`src/rtl/truth_table_sweeper.sv`:
```
// Walks every input vector of an N-input combinational pair, holding each for DWELL cycles,
// and compares the two implementations' outputs on the last cycle of each hold.
module truth_table_sweeper #(
  parameter int unsigned N_INPUTS = 3,
  parameter int unsigned DWELL    = 4
) (
  input  logic                clk,
  input  logic                rst,
  input  logic                start,
  input  logic                y_a,
  input  logic                y_b,
  output logic [N_INPUTS-1:0] vec,
  output logic                busy,
  output logic                done,
  output logic                pass,
  output logic                mismatch,
  output logic [N_INPUTS:0]   mismatch_count,
  output logic [N_INPUTS-1:0] first_fail_vec,
  output logic                first_fail_vld
);

  localparam int unsigned CW  = N_INPUTS + 1;
  localparam int unsigned DCW = (DWELL > 1) ? $clog2(DWELL) : 1;
  localparam logic [N_INPUTS-1:0] VEC_LAST   = '1;
  localparam logic [DCW-1:0]      DWELL_LAST = DCW'(DWELL - 1);

  typedef enum logic [1:0] {
    IDLE  = 2'd0,
    DRIVE = 2'd1,
    DONE  = 2'd2
  } state_t;

  state_t              state, state_d;
  logic [DCW-1:0]      dwell_cnt, dwell_cnt_d;
  logic [N_INPUTS-1:0] vec_d;
  logic                busy_d, done_d, pass_d, mismatch_d;
  logic [CW-1:0]       mismatch_count_d;
  logic [N_INPUTS-1:0] first_fail_vec_d;
  logic                first_fail_vld_d;
  logic                fail;

  // State and all outputs are registered; reset wins over start.
  always_ff @(posedge clk) begin
    if (rst) begin
      state          <= IDLE;
      dwell_cnt      <= '0;
      vec            <= '0;
      busy           <= 1'b0;
      done           <= 1'b0;
      pass           <= 1'b0;
      mismatch       <= 1'b0;
      mismatch_count <= '0;
      first_fail_vec <= '0;
      first_fail_vld <= 1'b0;
    end else begin
      state          <= state_d;
      dwell_cnt      <= dwell_cnt_d;
      vec            <= vec_d;
      busy           <= busy_d;
      done           <= done_d;
      pass           <= pass_d;
      mismatch       <= mismatch_d;
      mismatch_count <= mismatch_count_d;
      first_fail_vec <= first_fail_vec_d;
      first_fail_vld <= first_fail_vld_d;
    end
  end

  // Next-state and next-output logic; everything holds unless changed below.
  always_comb begin
    state_d          = state;
    dwell_cnt_d      = dwell_cnt;
    vec_d            = vec;
    busy_d           = busy;
    done_d           = done;
    pass_d           = pass;
    mismatch_d       = 1'b0;
    mismatch_count_d = mismatch_count;
    first_fail_vec_d = first_fail_vec;
    first_fail_vld_d = first_fail_vld;
    fail             = 1'b0;

    case (state)
      IDLE, DONE: begin
        if (start) begin
          state_d          = DRIVE;
          vec_d            = '0;
          dwell_cnt_d      = '0;
          busy_d           = 1'b1;
          done_d           = 1'b0;
          pass_d           = 1'b0;
          mismatch_count_d = '0;
          first_fail_vec_d = '0;
          first_fail_vld_d = 1'b0;
        end
      end
      DRIVE: begin
        if (dwell_cnt != DWELL_LAST) begin
          dwell_cnt_d = dwell_cnt + DCW'(1);
        end else begin
          fail             = (y_a != y_b);
          mismatch_d       = fail;
          mismatch_count_d = mismatch_count + CW'(fail);
          if (fail && !first_fail_vld) begin
            first_fail_vec_d = vec;
            first_fail_vld_d = 1'b1;
          end
          if (vec != VEC_LAST) begin
            vec_d       = vec + N_INPUTS'(1);
            dwell_cnt_d = '0;
          end else begin
            state_d = DONE;
            busy_d  = 1'b0;
            done_d  = 1'b1;
            pass_d  = (mismatch_count_d == '0);
          end
        end
      end
      default: state_d = IDLE;
    endcase
  end

endmodule
```
`config.mk`:
```
export PLATFORM = sky130hd
export DESIGN_NAME = truth_table_sweeper
export DESIGN_NICKNAME = d
export VERILOG_FILES = /design/src/rtl/truth_table_sweeper.sv
export SDC_FILE = /design/constraint.sdc
export NUM_CORES = 1
export LEC_CHECK = 0
export BUFFER_PORTS_ARGS = -buffer_cell sky130_fd_sc_hd__buf_2
export CAP_MARGIN = 20
export CELL_PAD_IN_SITES_DETAIL_PLACEMENT = 1
export CELL_PAD_IN_SITES_GLOBAL_PLACEMENT = 2
export CORE_ASPECT_RATIO = 1.25
export CORE_MARGIN = 10
export CORE_UTILIZATION = 33
export DETAILED_ROUTE_END_ITERATION = 7
export GPL_TIMING_DRIVEN = 0
export PLACE_DENSITY_LB_ADDON = 0.1
export SKIP_CTS_REPAIR_TIMING = 1
export SYNTH_ARGS = -nofsm -noshare
export SYNTH_HDL_FRONTEND = slang
export SYNTH_SLANG_ARGS = --single-unit
```
`constraint.sdc`:
```
create_clock -name clk -period 4.8 [get_ports clk]
set_input_delay 0.72 -clock clk [delete_from_list [all_inputs] [get_ports clk]]
set_output_delay 0.72 -clock clk [all_outputs]
set_load 0.02 [all_outputs]
```
==> summary.txt, run 1 <==
PortBufs - 19
relative slew slack - 0.6775
clock latency on the worst-skew pair - 0.30 ns
commonest cells after routing, fill and taps aside - buf_2, dfxtp_1, a21oi_1
Post-Synthesis Cells - 97
TritonCTS clock tree - yes
register area share after synthesis - 0.4228
clock sink count - 19
Synth Area in Compound Gates - 0.1474
Tcrit/Tclk final - 0.4354
Max Root-Sink Buffers - 2
Post-Layout Cell Count - 154
register bit total from synthesis - 19
CP Class - input port to register
core area - 0.002654 mm2
Yosys cell types - 30
Root Driver - clkbuf_4
worst ir drop on vdd - 0.1257 mV
critical path required time - 5.03 ns
fin crit period - 2.090 ns
Power per Cell Area - 254.9 mW/mm2
DP Cell Count - 150
register area - 380.4 um2
initial core utilization - 0.3390
multi-input logic area - 495.5 um2
final hold vios - 0
first-pass GRT wire length - 3.705 mm
CTS Buf Count - 3
Die X - 66.70 um
Avg Inst Size Synth - 9.274 um2
full die area - 0.005228 mm2
mux cell area share after synthesis - 0.03338
static leakage - 0.4499 nW
DRT antenna net count - 0
Slew Viols, Final - 0
DR vias/cell - 5.130
Worst-path clk slew - 0.12 ns
critical path endpoint category - register
ratio of cells with drive above 1 in the final layout - 0.2167
Iter 0 DRT Violations - 29
Final GP Congestion - 0.6917
RSZ-0062 raised after global routing - no
final worst slack - 2.710 ns
critical path arrival - 2.32 ns
Startpoint Class - input port
worst slack, placed - 2.364 ns
largest family of logic cells by synthesized area - simple AND/OR/NAND/NOR gates
DRC viols - 0
Fmax - 0.4785 GHz
detailed-route via count - 790
# fillers - 330
WL/cell - 14.40 um
Max-cap violations - 0
Total Routing Usage GR - 0.08848
leading cell type in the layout, fill and taps excluded - buf_2
Design Power - 0.2714 mW
TNS Setup - 0 ns
CTS H-tree depth - 1
Tightest Pin Transition - 0.4838 ns
post-synthesis adder-cell area fraction - 0.06954
Core Rows - 21
xor and xnor area share after synthesis - 0.02921
Ys Warns - 0
IO Count - 20
final wirelength - 2.217 mm
initial antenna violation count - 0
status - completed
final setup vio count - 0
crit path max fanout - 3
Hold Path Class - register to register
post-DP HPWL - 1.717 mm
1st-pass router iterations - 5
Final Skew - 0.003667 ns
Die Ht - 78.38 um
synthesis-to-layout area growth - 18.36%
Synth Cell Area - 899.6 um2
largest net degree at the start of global routing - 12
Final #Nets - 131
Synthesized Nets - 107
Antenna Cells - 0
gr ovfl total - 0
via count of the first global-routing pass - 785
Min Hold Slack - 0.4616 ns
post-synthesis simple-gate area fraction - 0.2712
==> report_power, final <==
part | switching, mW | internal [mW] | total [mW] | leakage (nW)
Combinational | 0.0152 | 0.00907 | 0.0243 | 0.278
Sequential | 0.00250 | 0.160 | 0.163 | 0.154
Clock | 0.0535 | 0.0311 | 0.0845 | 0.0177
Total | 0.0712 | 0.200 | 0.271 | 0.450
==> critical path, stage by stage <==
cell and delay, ns:
buf_2 0.10, xor2_1 0.27, ha_1 0.26, ha_1 0.25
or4_1 0.52, o31ai_1 0.18
==> kinds of logic after synthesis <==
family,count (synthesis)
flip-flops,19
adder cells (fa/ha/maj),5
AO/OA/AOI/OAI,20
multiplexers,3
AND/OR/NAND/NOR,42
XOR/XNOR,3
buffers and inverters,5
==> cell type report <==
| type | instances | share of cell area |
|---|---|---|
| Inverter | 1 | 0.003525 |
| Timing Repair Buffer | 19 | 0.08931 |
| Clock buffer | 3 | 0.02115 |
| Sequential cell | 19 | 0.3572 |
| Buffer | 4 | 0.01880 |
| Tap cell | 34 | 0.03995 |
| Clock inverter | 1 | 0.004700 |
| Multi-Input combinational cell | 73 | 0.4653 |
==> routing by layer <==
metal | global-route usage | vias up | wire (um)
met2 | 0.1464 | 13 | 1073
met4 | 0.03782 | 0 | 14
met1 | 0.09992 | 375 | 989
met3 | 0.02841 | 2 | 140
li1 | - | 400 | -
met5 | 0 | - | 0
==> Yosys cell counts <==
library cell	number	area share
mux2i_1	3	0.033
buf_2	1	0.0056
dfxtp_1	19	0.42
inv_1	1	0.0042
a41oi_1	1	0.0097
nand3_1	7	0.039
and3b_1	1	0.0097
a21oi_1	12	0.067
or2_0	1	0.0070
nand4bb_1	1	0.013
buf_4	1	0.0083
nor2b_1	1	0.0070
and2b_1	1	0.0083
or3_1	1	0.0070
o31ai_1	1	0.0083
a211oi_1	1	0.0083
nand4b_1	2	0.019
nand2_1	9	0.038
or4_1	1	0.0083
nor2_1	4	0.017
and2_1	1	0.0070
nand3b_1	6	0.050
xor2_1	2	0.019
o211ai_1	2	0.017
a311oi_1	2	0.019
nand2b_1	6	0.042
clkbuf_1	2	0.0083
ha_1	5	0.070
xnor2_1	1	0.0097
a41oi_2	1	0.018
==> registers in the layout, summed over array words and instances, names as in the netlist <==
signal	flops
first_fail_vec	3
busy	1
first_fail_vld	1
state	2
done	1
mismatch_count	4
mismatch	1
vec	3
dwell_cnt	2
pass	1
==> worst paths after layout <==
kind,cells past startpoint,end,slack [ns],from
setup / recovery,6,pass$_SDFFE_PP0P_,2.71,y_b
hold / removal,2,done$_SDFFE_PP0P_,0.46,done$_SDFFE_PP0P_
setup reg to reg,4,pass$_SDFFE_PP0P_,3.15,mismatch_count[0]$_SDFFE_PP0P_
hold reg to reg,2,done$_SDFFE_PP0P_,0.46,done$_SDFFE_PP0P_
==> through the flow <==
stage | cell area, um2 | utilization
2_1_floorplan | 899.6 | -
3_3_place_gp | 1037 | 0.3909
3_5_place_dp | 1037 | 0.3909
4_1_cts | 1065 | 0.4012
5_1_grt | 1065 | 0.4012
6_report | 1065 | 0.4012
Power figures use the tool's default switching activity.
==> run 2: changes to the inputs <==
Settings changed: CORE_UTILIZATION 33 to 28.
Clock period 4.8 ns to 1.9 ns, I/O delays scaled along.
==> run 2 against run 1 <==
Total power rose by 150%. Global-route usage fell by 0.86 points. Largest cell class unchanged. Sequential share of layout area barely moved. Clock power rose by 140%. Via count fell by 0.76%.
==> summary.txt, run 2 (synthesis results as in run 1) <==
CTS Buf Count - 3 (unchanged)
Max Root-Sink Buffers - 2 (unchanged)
final setup vio count - 0 (unchanged)
Antenna Cells - 0 (unchanged)
Root Driver - clkbuf_4
Hold Path Class - input port to register
via count of the first global-routing pass - 836 (+6.5%)
largest net degree at the start of global routing - 11 (-1)
1st-pass router iterations - 3 (-2)
max reg flops - 4 (unchanged)
fin crit period - 1.747 ns
clock sink count - 19 (unchanged)
Final Skew - 0.003705 ns (+0.00003777 ns)
crit path max fanout - 3 (unchanged)
Total Routing Usage GR - 0.07991 (-0.008570)
Core Rows - 22 (+4.8%)
Power per Cell Area - 633.9 mW/mm2 (+150%)
Min Hold Slack - 0.2710 ns (-0.1906 ns)
Reg with most FFs - mismatch_count
Die X - 70.70 um (+6.0%)
Fmax - 0.5724 GHz
Die Ht - 83.38 um (+6.4%)
Tcrit/Tclk final - 0.9196
Max-cap violations - 0 (unchanged)
Worst-path clk slew - 0.11 ns (about the same)
synthesis-to-layout area growth - 18.50%
critical path endpoint category - register
gr ovfl total - 0 (unchanged)
WL/cell - 14.36 um (-0.26%)
Final #Nets - 131 (unchanged)
# fillers - 358 (+8.5%)
commonest cells after routing, fill and taps aside - buf_2, dfxtp_1, a21oi_1
relative slew slack - 0.6748 (-0.002687)
static leakage - 0.4472 nW (-0.61%)
final wirelength - 2.240 mm (+1.0%)
PortBufs - 19 (unchanged)
dpl cell area - 0.001040 mm2 (+0.24%)
CP Class - input port to register
critical path arrival - 1.95 ns (-0.37 ns)
IO Count - 20 (unchanged)
DR vias/cell - 5.026 (-2.0%)
critical path required time - 2.11 ns (-2.92 ns)
Final GP Congestion - 0.7201 (+4.1%)
Iter 0 DRT Violations - 17 (-41%)
clock latency on the worst-skew pair - 0.29 ns (about the same)
TritonCTS clock tree - yes
initial core utilization - 0.2998 (-0.03916)
largest registers - mismatch_count: 4 flops, first_fail_vec: 3 flops, vec: 3 flops
Tightest Pin Transition - 0.4878 ns (+0.004031 ns)
Slew Viols, Final - 0 (unchanged)
ratio of cells with drive above 1 in the final layout - 0.2083 (-0.008333)
worst ir drop on vdd - 0.2025 mV (+61%)
initial antenna violation count - 0 (unchanged)
Startpoint Class - input port
status - completed
DRC viols - 0 (unchanged)
first-pass GRT wire length - 3.933 mm (+6.2%)
detailed-route via count - 784 (-0.76%)
DRT antenna net count - 0 (unchanged)
CTS H-tree depth - 1 (unchanged)
post-DP HPWL - 1.755 mm (+2.2%)
Final Instance Area - 0.001066 mm2 (+0.12%)
full die area - 0.005895 mm2 (+13%)
RSZ-0062 raised after global routing - no
final hold vios - 0 (unchanged)
leading cell type in the layout, fill and taps excluded - buf_2
core area - 0.003000 mm2 (+13%)
==> run 2: cell types whose count changed in the layout (fill, tap and decap cells not counted), sizes merged <==
cell,delta
clkinv,-1
clkbuf,+1
==> run 2: routing by layer <==
metal	global-route usage	wire length, um
met1	0.09350	1058
met5	0	0
met2	0.1245	1026
met3	0.02976	137
met4	0.03691	18
==> run 2: final timing paths <==
path | from | end | slack [ns] | cells past startpoint
setup / recovery | y_b | pass$_SDFFE_PP0P_ | 0.15 | 6
hold / removal | start | state[1]$_SDFFE_PP0P_ | 0.27 | 4
setup reg to reg | mismatch_count[0]$_SDFFE_PP0P_ | pass$_SDFFE_PP0P_ | 0.22 | 4
hold reg to reg | first_fail_vec[2]$_SDFFE_PP0P_ | first_fail_vec[2]$_SDFFE_PP0P_ | 0.48 | 2
==> run 2: area by class of cell <==
type | instances | area (um2) | share of cell area
inverters | 1 | 3.754 | 0.003521
plain buffers | 4 | 20.02 | 0.01878
clock buffers | 4 | 26.28 | 0.02465
flip-flops and latches | 19 | 380.4 | 0.3568
multi-input cells | 73 | 495.5 | 0.4648
repair buffers | 19 | 95.09 | 0.08920
well taps | 36 | 45.04 | 0.04225
==> run 2: critical path: stages <==
cell     delay [ns]
buf_2          0.10
xor2_1         0.31
ha_1           0.27
ha_1           0.26
or4_1          0.52
o31ai_1        0.21
==> run 2: through the flow <==
stage / util / std cells / setup TNS, ns / power (mW) / worst slack [ns]
finish: 0.3553 / 156 / 0 / 0.6757 / 0.1528
global route: 0.3553 / 156 / 0 / 0.7217 / 0.09877
CTS: 0.3553 / 156 / 0 / 0.6989 / 0.1567
detailed placement: 0.3465 / 152 / -0.1658 / 0.4818 / -0.1658
global placement: 0.3465 / 152 / -0.1406 / 0.4818 / -0.1406
floorplan: - / 97 / 0 / 0.4598 / 0.1655
==> run 2: where the power goes <==
part	total (mW)	switching (mW)	internal [mW]	leakage, nW
clock	0.204	0.122	0.0816	0.0150
combinational	0.0611	0.0381	0.0230	0.278
sequential	0.411	0.00631	0.404	0.154
total	0.676	0.167	0.509	0.447
